**src/rtl/intc_pkg.sv**
```systemverilog
// ============================================================================
// Module  : intc_pkg
// Brief   : Shared constants and FSM state type for the intc_multi controller.
// Revision: 1.0 - initial release
// ============================================================================
`default_nettype none

package intc_pkg;

    localparam int MAX_CH = 16;
    localparam int ID_W   = $clog2(MAX_CH);

    localparam logic [31:0] OFF_TABLE  = 32'h0000_0000;
    localparam logic [31:0] OFF_ENABLE = 32'h0000_0040;
    localparam logic [31:0] OFF_PEND   = 32'h0000_0044;
    localparam logic [31:0] OFF_OVR    = 32'h0000_0048;
    localparam logic [31:0] OFF_ACTIVE = 32'h0000_004C;

    typedef enum logic [1:0] {
        ST_IDLE = 2'd0,
        ST_REQ  = 2'd1,
        ST_WAIT = 2'd2
    } intc_state_t;

endpackage

`default_nettype wire

```
**src/rtl/intc_arbiter.sv**
```systemverilog
// ============================================================================
// Module  : intc_arbiter
// Brief   : Combinational pick among requests: highest index, or round-robin.
// Revision: 1.0 - initial release
// ============================================================================
`default_nettype none

module intc_arbiter
    import intc_pkg::*;
#(
    parameter int NUM_CH = 4
) (
    input  logic [NUM_CH-1:0] i_req,
    input  logic [ID_W-1:0]   i_ptr,
    input  logic              i_rr_mode,
    output logic [ID_W-1:0]   o_grant_id,
    output logic              o_grant_valid
);

    logic [ID_W:0] w_idx;

    always_comb begin
        o_grant_id    = '0;
        o_grant_valid = |i_req;
        w_idx         = '0;
        if (i_rr_mode) begin
            // Walk the offsets downwards so the smallest offset from the pointer wins.
            for (int k = NUM_CH - 1; k >= 0; k--) begin
                w_idx = {1'b0, i_ptr} + (ID_W + 1)'(k);
                if (w_idx >= (ID_W + 1)'(NUM_CH)) begin
                    w_idx = w_idx - (ID_W + 1)'(NUM_CH);
                end
                for (int j = 0; j < NUM_CH; j++) begin
                    if ((w_idx == (ID_W + 1)'(j)) && i_req[j]) begin
                        o_grant_id = ID_W'(j);
                    end
                end
            end
        end else begin
            for (int i = 0; i < NUM_CH; i++) begin
                if (i_req[i]) begin
                    o_grant_id = ID_W'(i);
                end
            end
        end
    end

endmodule

`default_nettype wire

```
**src/rtl/intc_multi.sv**
```systemverilog
// ============================================================================
// Module  : intc_multi
// Brief   : Memory-mapped NUM_CH-source interrupt controller with IRQ/IACK handshake.
// Revision: 1.0 - initial release
// ============================================================================
`default_nettype none

module intc_multi
    import intc_pkg::*;
#(
    parameter int          NUM_CH    = 4,
    parameter int          DATA_W    = 32,
    parameter logic [31:0] BASE_ADDR = 32'h0000_2000,
    parameter int          RR_MODE   = 0
) (
    input  logic              clk,
    input  logic              rst_n,
    input  logic [NUM_CH-1:0] done,
    input  logic              IACK,
    input  logic [31:0]       input_addr,
    input  logic              write_enable,
    input  logic [DATA_W-1:0] write_data,
    output logic [DATA_W-1:0] read_data,
    output logic              IRQ,
    output logic [DATA_W-1:0] isr_addr,
    output logic              error
);

    intc_state_t       r_state, w_state_nxt;
    logic [DATA_W-1:0] r_table [NUM_CH];
    logic [NUM_CH-1:0] r_enable, r_pend, r_ovr;
    logic [ID_W-1:0]   r_act_id, w_act_id_nxt;
    logic [ID_W-1:0]   r_rr_ptr, w_rr_ptr_nxt;
    logic [DATA_W-1:0] r_isr, w_isr_nxt;
    logic              r_error;

    logic [31:0]       w_off, w_tab_off;
    logic              w_tab_hit, w_wr_en, w_wr_pend, w_wr_ovr;
    logic [ID_W-1:0]   w_tab_idx;
    logic [DATA_W-1:0] w_tab_rd, w_tab_grant;
    logic [ID_W-1:0]   w_grant_id;
    logic              w_grant_valid;
    logic              w_retire;
    logic [NUM_CH-1:0] w_retire_mask, w_clr, w_ovr_clr, w_ovr_set;

    // ---------------- bus decode ----------------
    assign w_off     = input_addr - BASE_ADDR;
    assign w_tab_off = w_off - OFF_TABLE;
    assign w_tab_hit = (w_tab_off < 32'(4 * NUM_CH)) && (w_tab_off[1:0] == 2'b00);
    assign w_tab_idx = w_tab_off[ID_W+1:2];
    assign w_wr_en   = write_enable && (w_off == OFF_ENABLE);
    assign w_wr_pend = write_enable && (w_off == OFF_PEND);
    assign w_wr_ovr  = write_enable && (w_off == OFF_OVR);

    always_comb begin
        w_tab_rd    = '0;
        w_tab_grant = '0;
        for (int i = 0; i < NUM_CH; i++) begin
            if (w_tab_idx == ID_W'(i)) begin
                w_tab_rd = r_table[i];
            end
            if (w_grant_id == ID_W'(i)) begin
                w_tab_grant = r_table[i];
            end
        end
    end

    always_comb begin
        read_data = '0;
        if (w_tab_hit) begin
            read_data = w_tab_rd;
        end else if (w_off == OFF_ENABLE) begin
            read_data[NUM_CH-1:0] = r_enable;
        end else if (w_off == OFF_PEND) begin
            read_data[NUM_CH-1:0] = r_pend;
        end else if (w_off == OFF_OVR) begin
            read_data[NUM_CH-1:0] = r_ovr;
        end else if (w_off == OFF_ACTIVE) begin
            read_data[ID_W-1:0] = r_act_id;
            read_data[DATA_W-1] = (r_state == ST_REQ);
        end
    end

    always_ff @(posedge clk or negedge rst_n) begin
        if (!rst_n) begin
            for (int i = 0; i < NUM_CH; i++) begin
                r_table[i] <= '0;
            end
        end else if (write_enable && w_tab_hit) begin
            for (int i = 0; i < NUM_CH; i++) begin
                if (w_tab_idx == ID_W'(i)) begin
                    r_table[i] <= write_data;
                end
            end
        end
    end

    // ---------------- pending / overrun ----------------
    // A bit counts as "being cleared" by either the IACK retire or a W1C; done still wins.
    assign w_retire      = (r_state == ST_REQ) && IACK;
    assign w_retire_mask = w_retire ? (NUM_CH'(1) << r_act_id) : '0;
    assign w_clr         = w_retire_mask | (w_wr_pend ? write_data[NUM_CH-1:0] : '0);
    assign w_ovr_clr     = w_wr_ovr ? write_data[NUM_CH-1:0] : '0;
    assign w_ovr_set     = done & r_pend & ~w_clr;

    always_ff @(posedge clk or negedge rst_n) begin
        if (!rst_n) begin
            r_enable <= '1;
            r_pend   <= '0;
            r_ovr    <= '0;
            r_error  <= 1'b0;
        end else begin
            if (w_wr_en) begin
                r_enable <= write_data[NUM_CH-1:0];
            end
            r_pend  <= (r_pend & ~w_clr) | done;
            r_ovr   <= (r_ovr & ~w_ovr_clr) | w_ovr_set;
            r_error <= |w_ovr_set;
        end
    end

    // ---------------- arbitration and handshake FSM ----------------
    intc_arbiter #(
        .NUM_CH (NUM_CH)
    ) u_arbiter (
        .i_req         (r_pend & r_enable),
        .i_ptr         (r_rr_ptr),
        .i_rr_mode     (RR_MODE != 0),
        .o_grant_id    (w_grant_id),
        .o_grant_valid (w_grant_valid)
    );

    always_ff @(posedge clk or negedge rst_n) begin
        if (!rst_n) begin
            r_state  <= ST_IDLE;
            r_act_id <= '0;
            r_rr_ptr <= '0;
            r_isr    <= '0;
        end else begin
            r_state  <= w_state_nxt;
            r_act_id <= w_act_id_nxt;
            r_rr_ptr <= w_rr_ptr_nxt;
            r_isr    <= w_isr_nxt;
        end
    end

    always_comb begin
        w_state_nxt  = r_state;
        w_act_id_nxt = r_act_id;
        w_rr_ptr_nxt = r_rr_ptr;
        w_isr_nxt    = r_isr;
        case (r_state)
            ST_IDLE: begin
                if (w_grant_valid) begin
                    w_state_nxt  = ST_REQ;
                    w_act_id_nxt = w_grant_id;
                    w_isr_nxt    = w_tab_grant;
                end
            end
            ST_REQ: begin
                if (IACK) begin
                    w_state_nxt  = ST_WAIT;
                    w_rr_ptr_nxt = (r_act_id == ID_W'(NUM_CH - 1)) ? '0 : r_act_id + ID_W'(1);
                end
            end
            ST_WAIT: begin
                // Requiring IACK low here is what limits one acknowledge to one retire.
                if (!IACK) begin
                    w_state_nxt = ST_IDLE;
                end
            end
            default: w_state_nxt = ST_IDLE;
        endcase
    end

    assign IRQ      = (r_state == ST_REQ);
    assign isr_addr = r_isr;
    assign error    = r_error;

endmodule

`default_nettype wire

```
**config.mk**
```make
export PLATFORM = sky130hd
export DESIGN_NAME = intc_multi
export DESIGN_NICKNAME = d
export VERILOG_FILES = /design/src/rtl/intc_pkg.sv /design/src/rtl/intc_arbiter.sv /design/src/rtl/intc_multi.sv
export SDC_FILE = /design/constraint.sdc
export NUM_CORES = 1
export LEC_CHECK = 0
export ABC_AREA = 1
export BUFFER_PORTS_ARGS = -buffer_cell sky130_fd_sc_hd__clkbuf_2
export CELL_PAD_IN_SITES_DETAIL_PLACEMENT = 0
export CELL_PAD_IN_SITES_GLOBAL_PLACEMENT = 2
export CORE_UTILIZATION = 35
export DETAILED_ROUTE_END_ITERATION = 7
export GPL_TIMING_DRIVEN = 0
export PLACE_DENSITY = 0.8
export SYNTH_ARGS = -nofsm -noshare
export SYNTH_HDL_FRONTEND = slang
export SYNTH_SLANG_ARGS = --single-unit
```
**constraint.sdc**
```tcl
create_clock -name clk -period 3.7 [get_ports clk]
set_input_delay 0.185 -clock clk [delete_from_list [all_inputs] [get_ports clk]]
set_output_delay 0.185 -clock clk [all_outputs]
set_load 0.01 [all_outputs]
```
Word-level counts from Yosys, hierarchy flattened --
Cells that the tools add are included. W data, S select, Z words.
Word-level totals: register bits after elaboration 179, bits of input ports 72, output and inout port bits 66, logic and storage cells 86
Operators by class: add/sub/neg operators 1, order comparisons 1, equal/unequal tests 15, shift-type cells 1, multiplexer cells 29, bitwise logic cells 10, reduce and logical (&&, ||, !) cells 18
Operators by type and width (count):
- $mux W32 | 8
- $eq A32 B7 Y1 const B | 4
- $lt A32 B5 Y1 const B | 1
- $mux W4 | 8
- $sub A32 B14 Y32 const B | 1
- $mux W27 | 1
- $and A4 B4 Y4 | 5
- $eq A4 B2 Y1 const B | 4
- $or A4 B4 Y4 | 3
- $mux W2 | 5
- $reduce_and A2 Y1 | 5
- $eq A4 B1 Y1 const B | 2
- $logic_not A4 Y1 | 2
- $not A4 Y4 | 2
- $reduce_or A4 Y1 | 2
- $logic_and A1 B1 Y1 | 6
- $mux W1 | 6
- $pmux W2 S3 | 1
- $logic_not A2 Y1 | 2
- $ne A2 B2 Y1 const B | 2
- $shl A1 B4 Y4 const A | 1
- $reduce_and A3 Y1 | 1
- $eq A2 B1 Y1 const B | 1
- $eq A2 B2 Y1 const B | 1
- $ne A2 B1 Y1 const B | 1

Longest topological paths before layout --
Gate-level depths: netlist of the first run.
depth in word-level cells 9, depth in mapped cells 20, mapped depth without buffers 19

Hierarchy --
Synthesis of the first run repeated with hierarchy kept, for this count alone.
Unflattened totals: cell total of the unflattened synthesis 1317, area total of the unflattened synthesis 10003.3 µm²
By module, submodules not included:
- intc_multi | times used 1, cells each 1197, area each 9377.7 µm², seq. area each 4584.4 µm²
- intc_arbiter | times used 1, cells each 120, area each 625.6 µm², seq. area each 0.0 µm²

Worst setup path before layout of the first run --
OpenSTA, ideal clock, no wires.
path kind input to output, from input port input_addr[13], to output port read_data[31], arrival 1.834 ns, data required time 3.515 ns, slack 1.681 ns, stages on the path 15, path buffers 1, cells stage by stage inv_1 > ha_1 > nand2_1 > nor2_2 > nand2_1 > nand2_1 > nand2_1 > nand2_1 > nor2_1 > nand2_1 > nor2_4 > nand2_2 > clkbuf_1 > o211ai_1 > o21ai_0
Between the ends: word-level cells in the longest chain between the ends 7, elaborated cells on any way between the ends 12, classes of those cells add/sub: 1; order compare: 1; eq/ne: 4; mux: 5; reduce/logical: 1
RTL lines:
- from (decl) | line intc_multi.sv:20 | input logic [31:0] input_addr,
- $sub A32 B14 Y32 * | line intc_multi.sv:47 | assign w_off = input_addr - BASE_ADDR;
- branches (longest 5 deep; another with $lt A32 B5 Y1)
- $mux W1 * | line intc_multi.sv:70 | if (w_tab_hit) begin
- to (decl) | line intc_multi.sv:23 | output logic [DATA_W-1:0] read_data,
Mark *: on every way between the ends.

Worst setup path in the final report of the first run --
from input port input_addr[5], to output port read_data[25]
Between the ends: word-level cells in the longest chain between the ends 7, elaborated cells on any way between the ends 12, classes of those cells add/sub: 1; order compare: 1; eq/ne: 3; mux: 5; reduce/logical: 2
RTL lines (line):
- $sub A32 B14 Y32 * | intc_multi.sv:47
- branches (longest 5 deep; another with $lt A32 B5 Y1)
- $mux W27 * | intc_multi.sv:70
Marked as above.

==> flow_summary.json, run 1 <==
{
  "drive_gt1_share_pct": 15.7,
  "grt_pass1_vias": 8470,
  "tritoncts": "yes",
  "dieArea_um2": 26300,
  "yosysMostFrequentCell": "nand2_1",
  "h-tree-depth": 4,
  "pwr-share-seq_pct": 47.9,
  "cts.sinks": 177,
  "drc_errors": 0,
  "power_frac_clock_pct": 47.0,
  "rows": 58,
  "status": "finished clean",
  "dp.final_hpwl_um": 23100,
  "num-fill-cells": 2643,
  "syn_inst": 1173,
  "met3_length_um": 2200,
  "nets": 1415,
  "gr-total-overflow": 0,
  "clk_transition_reported_paths_ns": 0.07,
  "clk_path_buf_depth": 2,
  "synth_area_um2": 8960,
  "period_share_pct": 91.7,
  "syn_nets": 1246,
  "diodes": 0,
  "ant_nets": 0,
  "setup_viol_count_final": 0,
  "drt_pass1_iterations": 5,
  "cts_inserted_buffers": 17,
  "peakVddDrop_mv": 0.234,
  "core_um2": 25200,
  "synth-seq-cells": 177,
  "setup-tns-final_ns": 0,
  "post-cts-setup-buffer-count": 0,
  "die_x_um": 162,
  "wl_um": 33600,
  "yosysTopAreaCell": "dfrtp_1",
  "slew-limit-headroom_pct": 19.8,
  "gp_congestion": 0.823,
  "synthTopCellsByArea": "dfrtp_1 (48%), nand2_1 (18%), o21ai_0 (5.3%)",
  "antenna_found_initial": 0,
  "wl_per_cell_um": 19.9,
  "synth-async-reset-ratio_pct": 100,
  "hold_viol_final": 0,
  "grt_max_degree": 110,
  "synth.distinct_cells": 40,
  "worst-setup-path-type": "in2out",
  "rsz0062_at_grt": "false",
  "area_growth_pct": 20.6,
  "root_buffer": "clkbuf_16",
  "holdWs_ns": 0.0111,
  "ys_seq_area_share_pct": 49.5,
  "max_freq_mhz": 295,
  "ioPinCount": 138,
  "holdCritPathClass": "in2reg",
  "p_sw_share_pct": 24.0,
  "vias": 8798,
  "synth_common_cells": "nand2_1 (441), dfrtp_1 (173), nor2_1 (100)",
  "grt_pass1_wl_um": 51500,
  "period_needed_ns": 3.39,
  "worstPathMaxFanout": 10,
  "synth_edf_count": 0,
  "finalClockSkew_ns": 0.0122,
  "pwr-share-comb_pct": 5.1,
  "via_per_inst": 5.22,
  "leakage_nw": 5.45,
  "insertion_delay_ns": 0.43,
  "io_buffers": 137,
  "synth_warnings": 0,
  "internal_power_mw": 3.07,
  "cp-end-kind": "primary output",
  "drv_slew": 0,
  "drv_cap": 0,
  "ys.flop_type": "dfrtp_1",
  "crit_arrival_ns": 3.21,
  "track_usage_pct": 26.6,
  "drtIter0Drc": 748,
  "wl_met2_um": 15100,
  "syn_area_per_cell_um2": 7.64,
  "die_h_um": 162,
  "p_sw_uw": 968,
  "highest_layer": "met4",
  "p_per_area_nw_per_um2": 373,
  "required_ns": 3.51,
  "tightestPinTransition_ns": 1.20,
  "startpoint_type": "primary input",
  "initial_core_util_pct": 35.6,
  "netlist.area_leader.share_pct": 48.3,
  "met1_length_um": 15500
}
## layout make-up
class                   count  area, um^2  area share [%]
repair buffers            150         842            7.79
well taps                 330         413            3.82
multi-input cells         844        3900            36.1
clock buffers              20         437            4.04
plain buffers              57         268            2.48
clock inverters            11         154            1.42
inverters                  95         365            3.38
flip-flops and latches    177        4430            41.0
## routing by layer
layer  vias to the layer above  global-route usage (%)
met5                         -                       0
met3                        40                    3.68
met1                      4224                    37.9
met2                       332                    41.1
li1                       4202                       -
met4                         0                    9.48
## through the flow
stage	cells	util, %	power, mW	setup slack [ns]	cell area, um^2
after floorplan	1173	-	2.03	1.68	8960
after global placement	1640	40.0	2.17	-1.15	10100
after detailed placement	1641	40.1	2.17	0.343	10100
after CTS	1684	42.9	4.06	0.338	10800
after global routing	1684	42.9	4.15	0.0415	10800
final	1684	42.9	4.04	0.307	10800
## path summary, 6_finish.rpt
path                                      from             to  slack (ns)  depth (start not counted)
max in group asynchronous                rst_n   r_table[100]        2.36                          3
worst min-delay path            write_data[15]    r_table[47]        0.01                          3
worst min register to register     isr_addr[8]    isr_addr[8]        0.49                          2
min in group asynchronous                rst_n          error        0.32                          2
worst max register to register       r_pend[2]     r_state[0]        0.72                         10
worst max-delay path             input_addr[5]  read_data[25]        0.31                         11
## worst max-delay path: stages
cell and delay [ns]:
clkbuf_2 0.08, nor2_1 0.13, inv_1 0.12, nor2_1 0.91
inv_1 0.23, clkbuf_1 0.38, clkbuf_1 0.46, o2111ai_1 0.22
o21ai_0 0.17, nor2_1 0.16, clkbuf_2 0.15
## power groups by stage
stage	Sequential, mW	Clock [mW]	Combinational [mW]
3_3_place_gp	1.97	0	0.194
3_5_place_dp	1.97	0	0.198
6_report	1.93	1.90	0.206
2_1_floorplan	1.97	0	0.0566
4_1_cts	1.93	1.92	0.209
5_1_grt	1.93	1.99	0.232
## cell usage in the layout, fill, tap and decap left out, drive strengths merged, types with 4 or more instances in the layout
cell type,instances
clkinv,7
inv,95
nand2,445
nor2,108
a41oi,5
buf,24
o211ai,5
o21ai,102
nand4,13
a221oi,35
o2111ai,12
a21o,4
o22ai,22
clkbuf,191
a21oi,50
a31oi,5
dfstp,4
nand3,25
o31a,4
dlygate4sd3,12
dfrtp,173
## flip-flops by register name, indices dropped and copies added, names as in the netlist
register,count
r_table,128
isr_addr,32
r_enable,4
r_ovr,4
r_pend,4
r_act_id,2
r_state,2
error,1
## kinds of logic (layout without fill, tap and decap cells)
kind of cell / count (synthesis) / count (layout) / share of synthesized area (%)
compound gates: 246 / 246 / 16.8
fa+ha+maj: 1 / 1 / 0.140
buf+inv: 152 / 333 / 7.06
flops: 177 / 177 / 49.5
simple gates: 597 / 597 / 26.6
## timing repair
| action | CTS | global route |
|---|---|---|
| resized for setup | 0 | 0 |
| hold buffers | 12 | 0 |
| hold endpoints to repair | 82 | 0 |
Note: power is estimated with default switching activity, not from simulation.
==> run 2: changes to the inputs <==
==> constraint.sdc (replaced) <==
create_clock -name clk -period 3.7 [get_ports clk]
set_input_delay 0.74 -clock clk [delete_from_list [all_inputs] [get_ports clk]]
set_output_delay 0.74 -clock clk [all_outputs]
set_load 0.01 [all_outputs]
==> run 2 against run 1 <==
Compared with the run above:
- die area unchanged
- non-clock buffer count shrank 7
- critical path depth down 1
- fmax is 4.6% lower
- first-iteration DRC count fell by 0.27%
- final cell count decreased by 0.42%
- combinational power is essentially flat
- critical path type unchanged
==> flow_summary.json, run 2 (same netlist as run 1, synthesis figures left out) <==
{
  "diodes": 0,
  "postCtsHoldBufs": 0,
  "worst_slack_ns": 0.142,
  "final_common_cell": "nand2_1",
  "power_frac_clock_pct": 46.9,
  "p_per_area_nw_per_um2": 371,
  "slew-limit-headroom_pct": 41.0,
  "dpl-instance-area_um2": 10100,
  "ioPinCount": 138,
  "nets": 1408,
  "dieArea_um2": 26300,
  "drv_slew": 0,
  "tritoncts": "yes",
  "fin_util_pct": 43.1,
  "area_growth_pct": 21.0,
  "worst-setup-path-type": "in2out",
  "p_total_mw": 4.03,
  "cp-end-kind": "primary output",
  "rsz0062_at_grt": "false",
  "rows": 58,
  "h-tree-depth": 4,
  "max_freq_mhz": 281,
  "grt_max_degree": 110,
  "gr-total-overflow": 0,
  "p_sw_uw": 964,
  "setup_viol_count_final": 0,
  "period_needed_ns": 3.56,
  "crit_arrival_ns": 2.82,
  "wl_per_cell_um": 20.0,
  "drive_gt1_share_pct": 17.7,
  "place_ws_ns": -0.767,
  "via_per_inst": 5.23,
  "tightestPinTransition_ns": 0.885,
  "track_usage_pct": 26.5,
  "rr_startpoint": "r_pend[2]",
  "antenna_found_initial": 0,
  "status": "finished clean",
  "largest_reg_flops": 128,
  "core_um2": 25200,
  "vias": 8763,
  "io_buffers": 137,
  "leakage_nw": 5.49,
  "reg2reg_depth": 10,
  "peakVddDrop_mv": 0.235,
  "clk_transition_reported_paths_ns": 0.06,
  "insertion_delay_ns": 0.43,
  "finalClockSkew_ns": 0.0117,
  "regToRegSetupSlack_ns": 0.68,
  "root_buffer": "clkbuf_16",
  "gp_congestion": 0.823,
  "required_ns": 2.96,
  "drt_pass1_iterations": 5,
  "pwr-share-comb_pct": 5.1,
  "period_share_pct": 96.2,
  "pwr-share-seq_pct": 48.0,
  "cts_inserted_buffers": 17,
  "drc_errors": 0,
  "worstPathMaxFanout": 10,
  "cts.sinks": 177,
  "hold_viol_final": 0,
  "grt_pass1_wl_um": 51300,
  "top_register": "r_table",
  "dp.final_hpwl_um": 23100,
  "design_area_um2": 10800,
  "p_sw_share_pct": 23.9,
  "worst_r2r_endpoint": "r_state[0]",
  "drtIter0Drc": 746,
  "ant_nets": 0,
  "setup-tns-final_ns": 0,
  "clk_path_buf_depth": 2,
  "holdCritPathClass": "in2async",
  "die_x_um": 162,
  "final_cell_mix": "nand2_1 (440), dfrtp_1 (173), clkbuf_2 (144)",
  "internal_power_mw": 3.06,
  "die_h_um": 162,
  "grt_pass1_vias": 8425,
  "drv_cap": 0,
  "wl_um": 33500,
  "startpoint_type": "primary input",
  "initial_core_util_pct": 35.6,
  "critPathLaunch": "input_addr[5]"
}
[run 2: cell types whose count changed in the layout (fill, tap and decap cells not counted), moves of 3 or more]
cell / before / now
nor2_2: 4 / 7
nor2_1: 100 / 95
dlygate4sd3_1: 12 / 0
buf_4: 0 / 8
clkbuf_1: 36 / 25
clkbuf_2: 137 / 144
[run 2: how the worst max path moves through the flow]
stage,to,cells past startpoint
2_1_floorplan,read_data[31],15
3_3_place_gp,isr_addr[14],1
3_5_place_dp,read_data[25],11
4_1_cts,read_data[25],11
5_1_grt,read_data[2],14
6_report,read_data[31],10
[run 2: per-layer routing]
layer	GRT usage, %	up-vias	share of wire, %	wire length [um]
li1	-	4184	-	-
met1	37.9	4199	46	15300
met2	40.5	329	45	15100
met3	3.78	51	6.7	2240
met4	9.91	0	2.5	830
met5	0	-	0	0
[run 2: repair_timing]
action	in CTS	in global routing
resized for setup	15	26
hold endpoints to repair	0	0
setup endpoints to repair	32	32
pin swaps	0	4
buffers inserted	0	6
[run 2: area by class of cell]
| class | instances | area, um^2 |
|---|---|---|
| multi-input cells | 844 | 3960 |
| plain buffers | 56 | 299 |
| flip-flops and latches | 177 | 4430 |
| repair buffers | 144 | 779 |
| fillers | 2638 | 14300 |
| clock inverters | 11 | 154 |
| clock buffers | 20 | 437 |
| well taps | 330 | 413 |
| inverters | 95 | 372 |
[run 2: through the flow]
stage                     std cells  hold WS (ns)
after floorplan                1173         0.444
after global placement         1640         0.471
after detailed placement       1641         0.477
after CTS                      1672         0.339
after global routing           1677         0.345
final                          1677         0.299
[run 2: worst max-delay path: stages]
cell and delay (ns):
clkbuf_2 0.08, nor2_1 0.13, inv_1 0.16, nor2_2 0.30, clkbuf_1 0.60, nand2_1 0.11, o211ai_1 0.18, o21ai_0 0.19
o21ai_0 0.14, clkbuf_2 0.18
[run 2: power groups by stage]
stage | Clock, mW | Combinational [mW] | Sequential, mW
2_1_floorplan | 0 | 0.0566 | 1.97
3_3_place_gp | 0 | 0.194 | 1.97
3_5_place_dp | 0 | 0.198 | 1.97
4_1_cts | 1.92 | 0.200 | 1.93
5_1_grt | 1.99 | 0.230 | 1.93
6_report | 1.89 | 0.204 | 1.93
==> run 3: changes to the inputs <==
==> constraint.sdc (replaced) <==
create_clock -name clk -period 4.5 [get_ports clk]
set_input_delay 0.9 -clock clk [delete_from_list [all_inputs] [get_ports clk]]
set_output_delay 0.9 -clock clk [all_outputs]
set_load 0.01 [all_outputs]
==> run 3 against run 2 <==
Compared with the run above:
- combinational power down 21%
- register-to-register slack better by 0.84 ns
- global-route usage hardly changed
- wire length shrank 0.15%
- critical path depth increased by 1
- worst setup slack gained 0.10 ns
- non-clock buffer count fell by 5
==> flow_summary.json, run 3 (same netlist as run 1, synthesis figures left out) <==
{
  "status": "finished clean",
  "track_usage_pct": 26.5,
  "place_ws_ns": -0.287,
  "worstPathMaxFanout": 11,
  "drv_cap": 0,
  "postCtsHoldBufs": 0,
  "internal_power_mw": 2.52,
  "h-tree-depth": 4,
  "io_buffers": 137,
  "grt_pass1_vias": 8411,
  "grt_pass1_wl_um": 51300,
  "hold_viol_final": 0,
  "p_per_area_nw_per_um2": 309,
  "antenna_found_initial": 0,
  "final_cells": 1673,
  "clk_transition_reported_paths_ns": 0.06,
  "drive_gt1_share_pct": 16.0,
  "tritoncts": "yes",
  "gp_congestion": 0.823,
  "period_needed_ns": 4.25,
  "largest_reg_flops": 128,
  "final_common_cell": "nand2_1",
  "top_register": "r_table",
  "dieArea_um2": 26300,
  "rr_startpoint": "r_pend[2]",
  "grt_max_degree": 110,
  "insertion_delay_ns": 0.43,
  "die_h_um": 162,
  "nets": 1403,
  "root_buffer": "clkbuf_16",
  "worst_r2r_endpoint": "r_state[0]",
  "rsz0062_at_grt": "false",
  "ant_nets": 0,
  "dp.final_hpwl_um": 23100,
  "startpoint_type": "primary input",
  "pwr-share-comb_pct": 4.9,
  "p_sw_share_pct": 23.9,
  "rows": 58,
  "required_ns": 3.60,
  "worst_slack_ns": 0.247,
  "cts_inserted_buffers": 17,
  "dp.cells": 1641,
  "setup-tns-final_ns": 0,
  "power_frac_clock_pct": 47.0,
  "drtIter0Drc": 714,
  "pwr-share-seq_pct": 48.1,
  "worst-setup-path-type": "in2out",
  "p_total_mw": 3.31,
  "area_growth_pct": 19.4,
  "reg2reg_depth": 10,
  "num-fill-cells": 2647,
  "period_share_pct": 94.5,
  "drc_errors": 0,
  "slew-limit-headroom_pct": 28.9,
  "wl_um": 33500,
  "setup_viol_count_final": 0,
  "drt_pass1_iterations": 5,
  "final_cell_mix": "nand2_1 (441), dfrtp_1 (173), clkbuf_2 (138)",
  "crit_arrival_ns": 3.35,
  "max_freq_mhz": 235,
  "initial_core_util_pct": 35.6,
  "cts.sinks": 177,
  "core_um2": 25200,
  "regToRegSetupSlack_ns": 1.52,
  "dpl-instance-area_um2": 10100,
  "drv_slew": 0,
  "peakVddDrop_mv": 0.192,
  "vias": 8757,
  "p_sw_uw": 790,
  "holdCritPathClass": "in2async",
  "die_x_um": 162,
  "cp-end-kind": "primary output",
  "tightestPinTransition_ns": 1.07,
  "design_area_um2": 10700,
  "via_per_inst": 5.23,
  "wl_per_cell_um": 20.0,
  "leakage_nw": 5.40,
  "finalClockSkew_ns": 0.0130,
  "ioPinCount": 138,
  "clk_path_buf_depth": 2,
  "gr-total-overflow": 0
}
[run 3: per-layer routing]
| layer | part of all wire [%] | up-vias | track usage, % | routed length [um] |
|---|---|---|---|---|
| met5 | 0 | - | 0 | 0 |
| met4 | 2.3 | 0 | 9.48 | 783 |
| met3 | 6.5 | 45 | 3.68 | 2170 |
| met2 | 45 | 325 | 40.9 | 15100 |
| met1 | 46 | 4208 | 37.9 | 15400 |
| li1 | - | 4179 | - | - |
[run 3: how the worst max path moves through the flow]
stage | startpoint | to | slack [ns] | cells after the start
5_1_grt | input_addr[13] | read_data[2] | 0.002 | 14
3_5_place_dp | input_addr[5] | read_data[25] | -0.29 | 11
3_3_place_gp | rst_n | isr_addr[14] | -1.06 | 1
6_report | input_addr[5] | read_data[31] | 0.25 | 11
4_1_cts | input_addr[5] | read_data[25] | 0.08 | 11
2_1_floorplan | input_addr[13] | read_data[31] | 1.05 | 15
[run 3: what timing repair did]
| item | in CTS | in global routing |
|---|---|---|
| endpoints found under the setup margin | 16 | 15 |
| gates resized for setup | 2 | 4 |
| setup buffers | 0 | 0 |
[run 3: metrics by stage]
| step | hold slack [ns] | utilization, % |
|---|---|---|
| after detailed placement | 0.477 | 40.1 |
| final | 0.461 | 42.5 |
| after global placement | 0.471 | 40.0 |
| after floorplan | 0.459 | - |
| after CTS | 0.494 | 42.5 |
| after global routing | 0.505 | 42.5 |
[run 3: final cells by class]
| type | count | area (um^2) | share of cell area [%] |
|---|---|---|---|
| plain buffers | 57 | 270 | 2.53 |
| diodes | 1 | 2.50 | 0.0234 |
| multi-input cells | 844 | 3910 | 36.5 |
| well taps | 330 | 413 | 3.86 |
| flip-flops and latches | 177 | 4430 | 41.4 |
| inverters | 95 | 365 | 3.41 |
| clock buffers | 20 | 437 | 4.08 |
| repair buffers | 138 | 722 | 6.75 |
| clock inverters | 11 | 154 | 1.44 |
[run 3: power groups by stage]
| stage | Combinational [mW] | Sequential, mW | Clock (mW) |
|---|---|---|---|
| after floorplan | 0.0465 | 1.62 | 0 |
| after global placement | 0.160 | 1.62 | 0 |
| after detailed placement | 0.163 | 1.62 | 0 |
| after CTS | 0.164 | 1.59 | 1.58 |
| after global routing | 0.182 | 1.59 | 1.63 |
| final | 0.161 | 1.59 | 1.55 |
[run 3: critical path: stages]
cell and delay [ns]:
clkbuf_2 0.07, nor2_1 0.04, inv_1 0.18, nor2_4 0.14
inv_1 0.13, clkbuf_1 0.54, clkbuf_1 0.66, nor2_1 0.07
o21ai_0 0.26, o21ai_0 0.18, clkbuf_2 0.16
